<file path="src/rtl/alu_accum_core.sv">
// Registered WIDTH-bit ALU with accumulator, valid/ready handshake on both sides
// and a shift-add multiplier that retires one multiplier bit per cycle.
module alu_accum_core #(
  parameter int WIDTH = 8
) (
  input  logic             clk,
  input  logic             rst,
  input  logic             in_valid,
  output logic             in_ready,
  input  logic [2:0]       op,
  input  logic             acc_sel,
  input  logic [WIDTH-1:0] a,
  input  logic [WIDTH-1:0] b,
  output logic             out_valid,
  input  logic             out_ready,
  output logic [WIDTH-1:0] result,
  output logic             carry,
  output logic             zero,
  output logic             overflow,
  output logic             busy
);

  localparam int SW = $clog2(WIDTH);
  localparam int CW = SW + 1;

  typedef enum logic [1:0] {S_IDLE, S_MUL, S_HOLD} state_t;
  typedef enum logic [2:0] {
    OP_ADD = 3'b000, OP_SUB = 3'b001, OP_AND = 3'b010, OP_OR  = 3'b011,
    OP_XOR = 3'b100, OP_SHL = 3'b101, OP_SHR = 3'b110, OP_MUL = 3'b111
  } op_t;

  state_t             r_state, w_nextState;
  logic [WIDTH-1:0]   r_result, r_acc, r_mplier;
  logic               r_carry, r_zero, r_ovf;
  logic [2*WIDTH-1:0] r_prod, r_mcand;
  logic [CW-1:0]      r_cnt;

  logic               w_accept, w_mulLast, w_isMul;
  logic [WIDTH-1:0]   w_opA, w_aluRes;
  logic               w_aluCarry, w_aluOvf;
  logic [WIDTH:0]     w_sum, w_diff, w_shl, w_shr;
  logic [SW-1:0]      w_shamt;
  logic [2*WIDTH-1:0] w_prodNext;

  assign w_accept   = in_valid & in_ready;
  assign w_isMul    = (op == OP_MUL);
  assign w_opA      = acc_sel ? r_acc : a;
  assign w_shamt    = b[SW-1:0];
  assign w_sum      = {1'b0, w_opA} + {1'b0, b};
  assign w_diff     = {1'b0, w_opA} - {1'b0, b};
  // The extra bit on each side of the shifters catches the last bit shifted out.
  assign w_shl      = {1'b0, w_opA} << w_shamt;
  assign w_shr      = {w_opA, 1'b0} >> w_shamt;
  assign w_prodNext = r_prod + (r_mplier[0] ? r_mcand : '0);
  assign w_mulLast  = (r_state == S_MUL) && (r_cnt == CW'(WIDTH - 1));

  always_ff @(posedge clk or posedge rst) begin
    if (rst) r_state <= S_IDLE;
    else     r_state <= w_nextState;
  end

  always_comb begin
    w_nextState = r_state;
    in_ready    = 1'b0;
    out_valid   = 1'b0;
    busy        = 1'b0;
    case (r_state)
      S_IDLE: begin
        in_ready = 1'b1;
        if (in_valid) w_nextState = w_isMul ? S_MUL : S_HOLD;
      end
      S_MUL: begin
        busy = 1'b1;
        if (w_mulLast) w_nextState = S_HOLD;
      end
      S_HOLD: begin
        out_valid = 1'b1;
        in_ready  = out_ready;
        if (out_ready) w_nextState = in_valid ? (w_isMul ? S_MUL : S_HOLD) : S_IDLE;
      end
      default: w_nextState = S_IDLE;
    endcase
  end

  always_comb begin
    w_aluRes   = '0;
    w_aluCarry = 1'b0;
    w_aluOvf   = 1'b0;
    case (op)
      OP_ADD: begin
        w_aluRes   = w_sum[WIDTH-1:0];
        w_aluCarry = w_sum[WIDTH];
        w_aluOvf   = (w_opA[WIDTH-1] == b[WIDTH-1]) && (w_sum[WIDTH-1] != w_opA[WIDTH-1]);
      end
      OP_SUB: begin
        w_aluRes   = w_diff[WIDTH-1:0];
        w_aluCarry = w_diff[WIDTH];
        w_aluOvf   = (w_opA[WIDTH-1] != b[WIDTH-1]) && (w_diff[WIDTH-1] != w_opA[WIDTH-1]);
      end
      OP_AND: w_aluRes = w_opA & b;
      OP_OR:  w_aluRes = w_opA | b;
      OP_XOR: w_aluRes = w_opA ^ b;
      OP_SHL: begin
        w_aluRes   = w_shl[WIDTH-1:0];
        w_aluCarry = w_shl[WIDTH];
      end
      OP_SHR: begin
        w_aluRes   = w_shr[WIDTH:1];
        w_aluCarry = w_shr[0];
      end
      default: w_aluRes = '0;
    endcase
  end

  // The multiplicand shifts left while the multiplier shifts right, so each
  // cycle only needs to test bit 0 of the multiplier.
  always_ff @(posedge clk or posedge rst) begin
    if (rst) begin
      r_result <= '0;
      r_carry  <= 1'b0;
      r_zero   <= 1'b0;
      r_ovf    <= 1'b0;
      r_acc    <= '0;
      r_prod   <= '0;
      r_mcand  <= '0;
      r_mplier <= '0;
      r_cnt    <= '0;
    end else if (w_accept) begin
      if (w_isMul) begin
        r_mcand  <= {{WIDTH{1'b0}}, w_opA};
        r_mplier <= b;
        r_prod   <= '0;
        r_cnt    <= '0;
      end else begin
        r_result <= w_aluRes;
        r_carry  <= w_aluCarry;
        r_zero   <= (w_aluRes == '0);
        r_ovf    <= w_aluOvf;
        r_acc    <= w_aluRes;
      end
    end else if (r_state == S_MUL) begin
      r_prod   <= w_prodNext;
      r_mcand  <= r_mcand << 1;
      r_mplier <= r_mplier >> 1;
      r_cnt    <= r_cnt + CW'(1);
      if (w_mulLast) begin
        r_result <= w_prodNext[WIDTH-1:0];
        r_carry  <= |w_prodNext[2*WIDTH-1:WIDTH];
        r_zero   <= (w_prodNext[WIDTH-1:0] == '0);
        r_ovf    <= 1'b0;
        r_acc    <= w_prodNext[WIDTH-1:0];
      end
    end
  end

  assign result   = r_result;
  assign carry    = r_carry;
  assign zero     = r_zero;
  assign overflow = r_ovf;

endmodule

</file>
<file path="config.mk">
export PLATFORM = sky130hd
export DESIGN_NAME = alu_accum_core
export DESIGN_NICKNAME = d
export VERILOG_FILES = /design/src/rtl/alu_accum_core.sv
export SDC_FILE = /design/constraint.sdc
export NUM_CORES = 1
export LEC_CHECK = 0
export BUFFER_PORTS_ARGS = -buffer_cell sky130_fd_sc_hd__buf_2
export CORE_MARGIN = 4
export CORE_UTILIZATION = 32
export CTS_CLUSTER_DIAMETER = 200
export DETAILED_ROUTE_END_ITERATION = 16
export GPL_TIMING_DRIVEN = 0
export PLACE_DENSITY = 0.48
export SYNTH_ARGS = -nofsm -noshare
export SYNTH_HDL_FRONTEND = slang
export SYNTH_SLANG_ARGS = --single-unit
export TNS_END_PERCENT = 20
</file>
<file path="constraint.sdc">
create_clock -name clk -period 3.6 [get_ports clk]
set_input_delay 0.72 -clock clk [delete_from_list [all_inputs] [get_ports clk]]
set_output_delay 0.72 -clock clk [all_outputs]
set_load 0.05 [all_outputs]
</file>
# [Word-level counts from Yosys, hierarchy flattened]
# Index checks and enable logic that the tools add are counted.
[word_totals] mem_bits_ro=0 mem_count=0 in_bits=24 regBits=57 latchBits=0 ram_bits=0 out_inout_bits=14
[op_classes] n_shift=2 eq_ne=19 reduce_logical=13 div_mod_pow=0 add_sub_neg=4 n_mul=0 muxes=42 bitwise=4 n_lt_le_gt_ge=0
[op_table] op="16-bit 2-to-1 mux" count=7
[op_table] op="8-bit 2-to-1 mux" count=8
[op_table] op="8-bit case mux with 7 select lines" count=1
[op_table] op="16-bit adder" count=1
[op_table] op="8-bit logical NOT" count=2
[op_table] op="1-bit 2-to-1 mux" count=14
[op_table] op="3-bit == test (second input constant)" count=4
[op_table] op="4-bit 2-to-1 mux" count=3
[op_table] op="2-bit 2-to-1 mux" count=5
[op_table] op="8-bit by 8-bit adder with 9-bit output" count=1
[op_table] op="8-bit by 3-bit left shift with 9-bit output" count=1
[op_table] op="9-bit by 3-bit >> shifter with 9-bit output" count=1
[op_table] op="8-bit by 8-bit subtractor with 9-bit output" count=1
[op_table] op="8-bit AND" count=1
[op_table] op="2-bit inequality test (second input constant)" count=4
[op_table] op="8-bit OR" count=1
[op_table] op="8-bit OR reduction" count=1
[op_table] op="8-bit XOR" count=1
[op_table] op="3-bit by 2-bit == test with 1-bit output (second input constant)" count=2
[op_table] op="2-bit case mux with 3 select lines" count=1
[op_table] op="3-bit AND reduction" count=2
[op_table] op="4-bit by 1-bit adder with 4-bit output (second input constant)" count=1
[op_table] op="4-bit by 3-bit == test with 1-bit output (second input constant)" count=1
[op_table] op="1-bit case mux with 2 select lines" count=2
[op_table] op="other kinds (13)" count=18

# [Depth between registers and ports, before layout]
# Gate-level depths: netlist of the first run.
[logic_depth] ltp_word=7 depth_mapped=13 depth_no_buf=11

# [Least setup slack after synthesis of the first run]
# No wires, ideal clock.
[synth_timing] kind="input-to-reg" start="input acc_sel" end="register r_ovf (netlist: overflow)" path_stages=12 path_slack_ps=246 n_path_buf=2 arrival_ps=3233 setup_time_ps=122 t_required_ps=3478 cell_sequence="buf_6 buf_12 mux2i_1 inv_1 ha_1 a211oi_1 o21ai_0 a2111oi_0 nor2_1 xnor2_1 o2bb2ai_1 a32o_1"
[synth_via] elab_chain_cells=7 word_cells_on_any_way=12 classes_between="add/sub: 2; eq/ne: 4; mux: 4; reduce/logical: 2"
[synth_lines] element="start, declared" line_no="11" source="input logic acc_sel,"
[synth_lines] element="8-bit 2-to-1 mux (*)" line_no="47" source="assign w_opA = acc_sel ? r_acc : a;"
[synth_lines] element="8-bit by 8-bit subtractor with 9-bit output / 8-bit by 8-bit adder with 9-bit output (equally long branches)" line_no="50, 49"
[synth_lines] element="1-bit inequality test (on tied branches)" line_no="98, 93"
[synth_lines] element="1-bit logical AND (on tied branches)" line_no="98, 93"
[synth_lines] element="1-bit case mux with 2 select lines (*)" line_no="89" source="case (op)"
[synth_lines] element="1-bit 2-to-1 mux (*)" line_no="129" source="if (w_isMul) begin"
[synth_lines] element="1-bit 2-to-1 mux (*)" line_no="128" source="end else if (w_accept) begin"
[synth_lines] element="end signal, assigned" line_no="138" source="r_ovf <= w_aluOvf;"
[synth_lines] element="end, declared" line_no="34" source="logic r_carry, r_zero, r_ovf;"
# Every way passes the cells marked *; elsewhere a longest branch is shown, timed or not. The select of a mux whose other input is x is not followed.
# A chain may end at the register's enable or synchronous reset.

# [Final worst setup path of the first run]
[layout_timing] start="input acc_sel" end="register r_acc[7]"
[layout_via] elab_chain_cells=5 word_cells_on_any_way=11 classes_between="add/sub: 2; shift: 2; mux: 4; bitwise: 3"
[layout_lines] element="8-bit 2-to-1 mux (*)" line_no="47"
[layout_lines] element="8-bit by 8-bit subtractor with 9-bit output, or another cell as far along" line_no="50" source="assign w_diff = {1'b0, w_opA} - {1'b0, b};"
[layout_lines] element="8-bit case mux with 7 select lines (*)" line_no="89"
[layout_lines] element="8-bit 2-to-1 mux (*)" line_no="129"
[layout_lines] element="8-bit 2-to-1 mux (*)" line_no="128"
[layout_lines] element="end signal, assigned" line_no="139" source="r_acc <= w_aluRes;"
[layout_lines] element="end signal, assigned" line_no="151" source="r_acc <= w_prodNext[WIDTH-1:0];"
[layout_lines] element="end, declared" line_no="33" source="logic [WIDTH-1:0] r_result, r_acc, r_mplier;"
# Marks and branches as above.

==> summary.md, run 1 <==
| Metric | Value |
|---|---|
| Htree depth | 3 |
| Wire per inst | 19.9 um |
| Post-synthesis cell type count | 76 |
| Initial antenna violation count | 0 |
| Max-cap viol count | 0 |
| Reg-to-Reg Start | r_mplier[0] |
| WP data arrival | 3.65 ns |
| Internal power | 2.12 mW |
| Req. time, crit path | 3.79 ns |
| Fillers | 1721 |
| Switching Power | 1.74 mW |
| Die span in x | 138 um |
| Multi-input logic area | 3740 um^2 |
| Post-CTS setup buffer count | 0 |
| LEAKAGE | 2.82 nW |
| Setup tns final | 0 ns |
| Worst-Margin Slew | 0.945 ns |
| Outcome | completed |
| Total number of yosys warnings | 0 |
| Clock Tree Root | clkbuf_16 |
| Hold buffer count at CTS | 0 |
| Cells on worst reg2reg path | 10 |
| Largest stage delay, worst path | 0.56 ns |
| Mapped Cells | 628 |
| Post-route DRC violation count | 0 |
| Hold WC Path Type | in2async |
| Power Density | 625 nW/um^2 |
| Period utilization | 96.0% |
| Vias | 5015 |
| Flops & latches, synth | 57 |
| Worst skew pair latency | 0.33 ns |
| FMAX | 289 MHz |
| Post-route cell area | 6180 um^2 |
| Clock skew | 0.00729 ns |
| Initial DRC Count | 322 |
| # rows | 47 |
| Drt pass-1 iters | 5 |
| Sequential power share | 29.3% |
| Full die area | 19000 um^2 |
| Largest net degree at the start of global routing | 36 |
| Final Hold Viols | 0 |
| CP Launch Type | input port |
| Reg2Reg Setup Slack | 0.31 ns |
| Post-Syn Area | 5390 um^2 |
| Dpl hpwl | 14.1 mm |
| Top Ports | 38 |
| Starting Density | 32.6% |
| Syn Area/Cell | 8.59 um^2 |
| GR Overflow Total | 0 |
| Die Y | 138 um |
| Critical path type | in2reg |
| Worst-path clk slew | 0.05 ns |
| VDD IR max | 0.000267 V |
| Placed cells | 885 |
| RSZ-0062 raised after global routing | true |
| Core region area | 16500 um^2 |
| Num CTS Buffers | 9 |
| Fin util | 37.4% |
| Antenna diodes | 0 |
| First-pass GRT wire length | 28.3 mm |
| Reg-to-Reg End | carry |
| DRT antenna net count | 0 |
| RePlAce Congestion | 0.951 |
| Comb pwr share | 51.6% |
| Sw frac | 45.1% |
| Clock power share | 19.1% |
| Worst Setup End Kind | flop |
| Layout cells sized above 1 | 14.0% |
| Via-per-instance ratio | 5.58 |
| Critical path cell sequence | buf_6 > buf_12 > mux2i_4 > ha_1 > clkbuf_1 > nor3_1 > a221oi_1 > a221oi_1 > xor2_1 > nand2b_1 > and3_1 > o22ai_1 |
| Critical-path top delay cell | a221oi_1 |
| Critical path fanouts, max | 10 |
| Synth async-reset ratio | 100% |
| Max Root-Sink Buffers | 2 |
| Total GRT Usage | 19.4% |
| Post-DP Area | 5870 um^2 |
| Vias in the first global route | 5057 |
| Final std cells w/o fill | 898 |
| Register area | 1430 um^2 |
| Nets | 747 |
| Total power | 3.86 mW |
| Max_slew headroom | 36.7% |
| EDFF count, synth | 0 |
| Sequential area share after synthesis | 26.4% |
| Max Slew Vio Count | 0 |
| Crit-path most repeated cell | a221oi_1 |
| Primary FF master, synth | dfrtp_1 |
| WL final | 17.8 mm |
| CTS tree | done |
| Final setup fails | 0 |
| Mapped Nets | 699 |
| Clk sinks | 57 |
| Area growth, synth to finish | 14.5% |
| Final worst path period need | 3.46 ns |
| Port Buffer Count | 36 |
-- worst max path at each step --
stage                           to  slack, ns  depth (start not counted)         from
after floorplan           overflow       0.25                         12      acc_sel
final                     r_acc[7]       0.14                         12      acc_sel
after global placement    r_acc[7]      -0.75                         12      acc_sel
after detailed placement  r_acc[7]      -0.72                         12      acc_sel
after global routing      r_acc[7]      -0.02                         11      acc_sel
after CTS                    carry       0.06                         10  r_mplier[0]
-- cells by family (layout without fill, tap and decap cells) --
logic type,Yosys count,in the layout,share of synthesized area [%]
AOI/OAI and AO/OA,174,174,22.2
xor gates and xnor gates,24,24,3.90
adders and majority gates,47,47,11.3
buffers and inverters,68,118,5.27
DFF,57,57,26.4
muxes,35,35,10.9
and+or+nand+nor,223,223,20.0
-- area by class of cell --
| type | count | share of cell area (%) |
|---|---|---|
| multi-input combinational | 503 | 60.5 |
| sequential | 57 | 23.1 |
| tap | 220 | 4.46 |
| clock buffer | 12 | 3.99 |
| timing repair buffer | 37 | 3.24 |
| buffer | 34 | 2.53 |
| inverter | 34 | 2.07 |
| clock inverter | 1 | 0.0810 |
-- registers in the layout, indices dropped and copies added (netlist names) --
register  flops
r_mcand      16
r_prod       16
r_acc         8
r_mplier      8
r_cnt         4
r_state       2
carry         1
overflow      1
zero          1
-- metrics by stage --
| step | hold WS (ns) | setup WS [ns] |
|---|---|---|
| 6_report | 0.428 | 0.144 |
| 5_1_grt | 0.473 | -0.0213 |
| 4_1_cts | 0.445 | 0.0578 |
| 3_5_place_dp | 0.472 | -0.722 |
| 3_3_place_gp | 0.464 | -0.750 |
| 2_1_floorplan | 0.445 | 0.246 |
-- synth_stat cells, types with 4 or more instances --
library cell / instances / area, um^2
o21a_1: 4 / 30.0
nand2_1: 71 / 267
a211o_1: 5 / 43.8
inv_2: 8 / 30.0
or2_2: 5 / 31.3
a21o_1: 5 / 37.5
o211ai_1: 5 / 37.5
o31ai_1: 7 / 52.6
and3_1: 8 / 50.1
mux2i_1: 13 / 130
nand3b_1: 6 / 45.0
xor2_1: 13 / 114
buf_2: 4 / 20.0
nand2b_1: 10 / 62.6
and2_1: 18 / 113
buf_1: 5 / 18.8
a31oi_1: 5 / 31.3
nor3_1: 11 / 55.1
nor2b_1: 6 / 37.5
a21oi_1: 28 / 140
nor2_1: 48 / 180
a221o_1: 7 / 70.1
dfrtp_1: 57 / 1430
o21ai_0: 52 / 260
mux4_1: 7 / 184
mux2i_2: 5 / 68.8
clkbuf_1: 23 / 86.3
a221oi_1: 5 / 43.8
mux4_2: 7 / 158
nand3_1: 25 / 125
nand4_1: 4 / 25.0
a22oi_1: 9 / 67.6
xnor2_1: 11 / 96.3
inv_1: 25 / 93.8
ha_1: 44 / 551
-- layer usage --
metal | GRT usage, % | vias up | part of all wire, %
met4 | 6.09 | 0 | 2.0
met2 | 30.7 | 131 | 46
li1 | - | 2395 | -
met1 | 27.4 | 2461 | 47
met3 | 2.99 | 28 | 5.3
met5 | 0 | - | 0
-- critical path: cells and delay by family --
kind | cells | cell delay [ns]
compound gates | 3 | 0.86
buf+inv | 3 | 0.74
xor+xnor | 1 | 0.28
mux | 1 | 0.34
fa+ha+maj | 1 | 0.17
simple gates | 3 | 0.52
-- placed cells by master, fill, tap and decap left out, types with 8 or more instances in the layout --
cell and n:
nor3_1 11, a22oi_1 9, inv_1 24, ha_1 44, a21oi_1 28, xor2_1 13, mux2i_1 12, nand3_1 25
clkbuf_1 25, o21ai_0 52, buf_2 40, nor2_1 48, clkbuf_16 9, and3_1 8, and2_1 18, dfrtp_1 57
xnor2_1 11, nand2_1 71, inv_2 9, nand2b_1 10
-- repair_timing --
item,CTS,global route
endpoints found under the setup margin,4,5
resized for setup,4,5
pin swaps,0,2
-- power by group through the flow --
stage	registers [mW]	logic, mW	clock network [mW]
final	1.13	1.99	0.737
after CTS	1.13	1.96	0.753
after floorplan	1.20	1.30	0
after detailed placement	1.14	1.94	0
after global placement	1.13	1.92	0
after global routing	1.17	2.20	0.785
Power figures use the tool's default switching activity.
==> run 2, diff against run 1 <==
--- a/config.mk
+++ b/config.mk
@@ -10,7 +10,8 @@
 export CORE_UTILIZATION = 32
 export CTS_CLUSTER_DIAMETER = 200
 export DETAILED_ROUTE_END_ITERATION = 16
-export GPL_TIMING_DRIVEN = 0
+export GPL_TIMING_DRIVEN = 1
+export MAX_ROUTING_LAYER = met4
 export PLACE_DENSITY = 0.48
 export SYNTH_ARGS = -nofsm -noshare
 export SYNTH_HDL_FRONTEND = slang
==> summary.md, run 2 (synthesis gave the netlist of run 1 again) <==
| Metric | Value |
|---|---|
| Die Y | 138 um (unchanged) |
| Hold buffer count at CTS | 0 (unchanged) |
| Via-per-instance ratio | 5.53 (-0.93%) |
| Clk sinks | 57 (unchanged) |
| Reg-to-Reg Start | r_mplier[0] |
| Area growth, synth to finish | 16.5% |
| Crit path to | zero |
| Max Slew Vio Count | 0 (unchanged) |
| Final setup fails | 0 (unchanged) |
| Worst setup path startpoint | acc_sel |
| First-pass GRT wire length | 27.7 mm (-2.3%) |
| Clock Tree Root | clkbuf_16 |
| M1 WL | 8.17 mm (-2.8%) |
| Largest stage delay, worst path | 0.45 ns (-0.11 ns) |
| Largest net degree at the start of global routing | 41 (+14%) |
| WL met3 | 833 um (-12%) |
| Critical path fanouts, max | 7 (-3) |
| Clock skew | 0.00595 ns (-0.00133 ns) |
| Final std cells w/o fill | 899 (+0.11%) |
| Most common cell after layout, fill and taps aside | nand2_1 |
| Top Ports | 38 (unchanged) |
| Htree depth | 3 (unchanged) |
| Cells on worst reg2reg path | 11 (+1) |
| Max_slew headroom | 37.5% (+0.71 points) |
| Reg2Reg Setup Slack | 0.35 ns (+0.04 ns) |
| Wire per inst | 19.1 um (-4.0%) |
| Critical path depth in cells | 12 (unchanged) |
| Num CTS Buffers | 9 (unchanged) |
| Most frequent cells in the layout | 71 x nand2_1, 57 x dfrtp_1, 52 x o21ai_0, 48 x nor2_1, 44 x ha_1 |
| Port Buffer Count | 37 (+2.8%) |
| Req. time, crit path | 3.83 ns (+0.04 ns) |
| Initial DRC Count | 416 (+29%) |
| Post-DP Area | 5940 um^2 (+1.2%) |
| Critical path cell sequence | buf_2 > buf_4 > mux2i_2 > ha_1 > o21ai_0 > o21ai_0 > a2111oi_0 > buf_4 > or3b_2 > a31oi_1 > nand2_1 > o31ai_2 |
| Critical-path top delay cell | mux2i_2 |
| Met2 routed WL | 7.78 mm (-4.4%) |
| DRT antenna net count | 0 (unchanged) |
| Worst-path clk slew | 0.05 ns (about the same) |
| Initial antenna violation count | 0 (unchanged) |
| Power Density | 661 nW/um^2 (+5.7%) |
| Top Metal Used | met4 |
| Full die area | 19000 um^2 (unchanged) |
| RSZ-0062 raised after global routing | false |
| Worst-Margin Slew | 0.934 ns (-0.0106 ns) |
| Final Hold Viols | 0 (unchanged) |
| CP Launch Type | input port |
| Hold WC Path Type | in2async |
| Setup tns final | 0 ns (unchanged) |
| Max Root-Sink Buffers | 2 (unchanged) |
| GR Overflow Total | 0 (unchanged) |
| Outcome | completed |
| Regs by FF count | r_mcand x16, r_prod x16 |
| RePlAce Congestion | 0.938 (-1.5%) |
| # rows | 47 (unchanged) |
| Fillers | 1717 (-0.23%) |
| CTS tree | done |
| Reg-to-Reg End | carry |
| Drt pass-1 iters | 5 (unchanged) |
| WP data arrival | 3.52 ns (-0.13 ns) |
| VDD IR max | 0.000323 V (+21%) |
| Post-route DRC violation count | 0 (unchanged) |
| Placed cells | 883 (-0.23%) |
| Die span in x | 138 um (unchanged) |
| Layout cells sized above 1 | 17.8% (+3.8 points) |
| Antenna diodes | 0 (unchanged) |
| LEAKAGE | 2.93 nW (+3.8%) |
| Post-route cell area | 6280 um^2 (+1.8%) |
| Starting Density | 32.6% (unchanged) |
| Max-cap viol count | 0 (unchanged) |
| WL final | 17.1 mm (-3.9%) |
| Hold_ws | 0.453 ns (+0.0244 ns) |
| Dpl hpwl | 13.5 mm (-4.3%) |
| Vias in the first global route | 5014 (-0.85%) |
| CP bufs+invs | 3 (unchanged) |
| FMAX | 304 MHz (+5.1%) |
| Worst skew pair latency | 0.32 ns (about the same) |
| Total power | 4.15 mW (+7.6%) |
| Delay-heaviest family, CP | compound AO/OA/AOI/OAI gates |
| Period utilization | 91.4% (-4.6 points) |
| Vias | 4974 (-0.82%) |
| Worst Setup End Kind | flop |
| Nets | 745 (-0.27%) |
| Final worst path period need | 3.29 ns (-0.166 ns) |
| Total GRT Usage | 19.2% (-0.25 points) |
| Core region area | 16500 um^2 (unchanged) |
| Critical path type | in2reg |
-- run 2: cell types whose count changed in the layout (fill, tap and decap cells not counted), sizes merged --
cell,delta
clkinvlp,+1
clkbuf,-24
buf,+21
bufinv,+3
-- run 2: worst min-delay path by stage --
stage / start / to / slack, ns / cells after the start
floorplan: r_mplier[4] / r_mplier[4] / 0.45 / 2
global placement: r_mplier[6] / r_mplier[6] / 0.46 / 2
detailed placement: r_mplier[6] / r_mplier[6] / 0.47 / 2
CTS: rst / r_state[1] / 0.47 / 2
global route: rst / r_state[1] / 0.49 / 2
finish: rst / r_state[1] / 0.45 / 2
-- run 2: routing by layer --
| metal | track usage, % | vias up |
|---|---|---|
| met4 | 5.05 | 0 |
| li1 | - | 2393 |
| met2 | 30.1 | 130 |
| met3 | 3.07 | 22 |
| met1 | 25.9 | 2429 |
| met5 | - | - |
-- run 2: cell type report --
class                   count  area (um^2)  area share, %
multi-input cells         503         3680           58.6
flip-flops and latches     57         1430           22.7
repair buffers             69          425           6.77
well taps                 220          275           4.38
clock buffers              11          243           3.86
inverters                  34          128           2.03
clock inverters             5          103           1.63
-- run 2: metrics by stage --
stage               setup WS [ns]  utilization, %
detailed placement         0.0502            35.9
global placement           0.0538            35.9
CTS                         0.221            38.0
floorplan                   0.246               -
global route               0.0346            38.0
finish                      0.310            38.0
-- run 2: report_power, final --
part           switching [mW]  leakage (nW)  internal (mW)  total [mW]
Clock                   0.294         0.166          0.693       0.987
Combinational            1.22          2.02          0.821        2.04
Sequential              0.232         0.743          0.898        1.13
-- run 2: repair_timing --
action / in CTS / in global routing
resized for setup: 0 / 1
buffers inserted: 0 / 0
setup endpoints to repair: 0 / 1
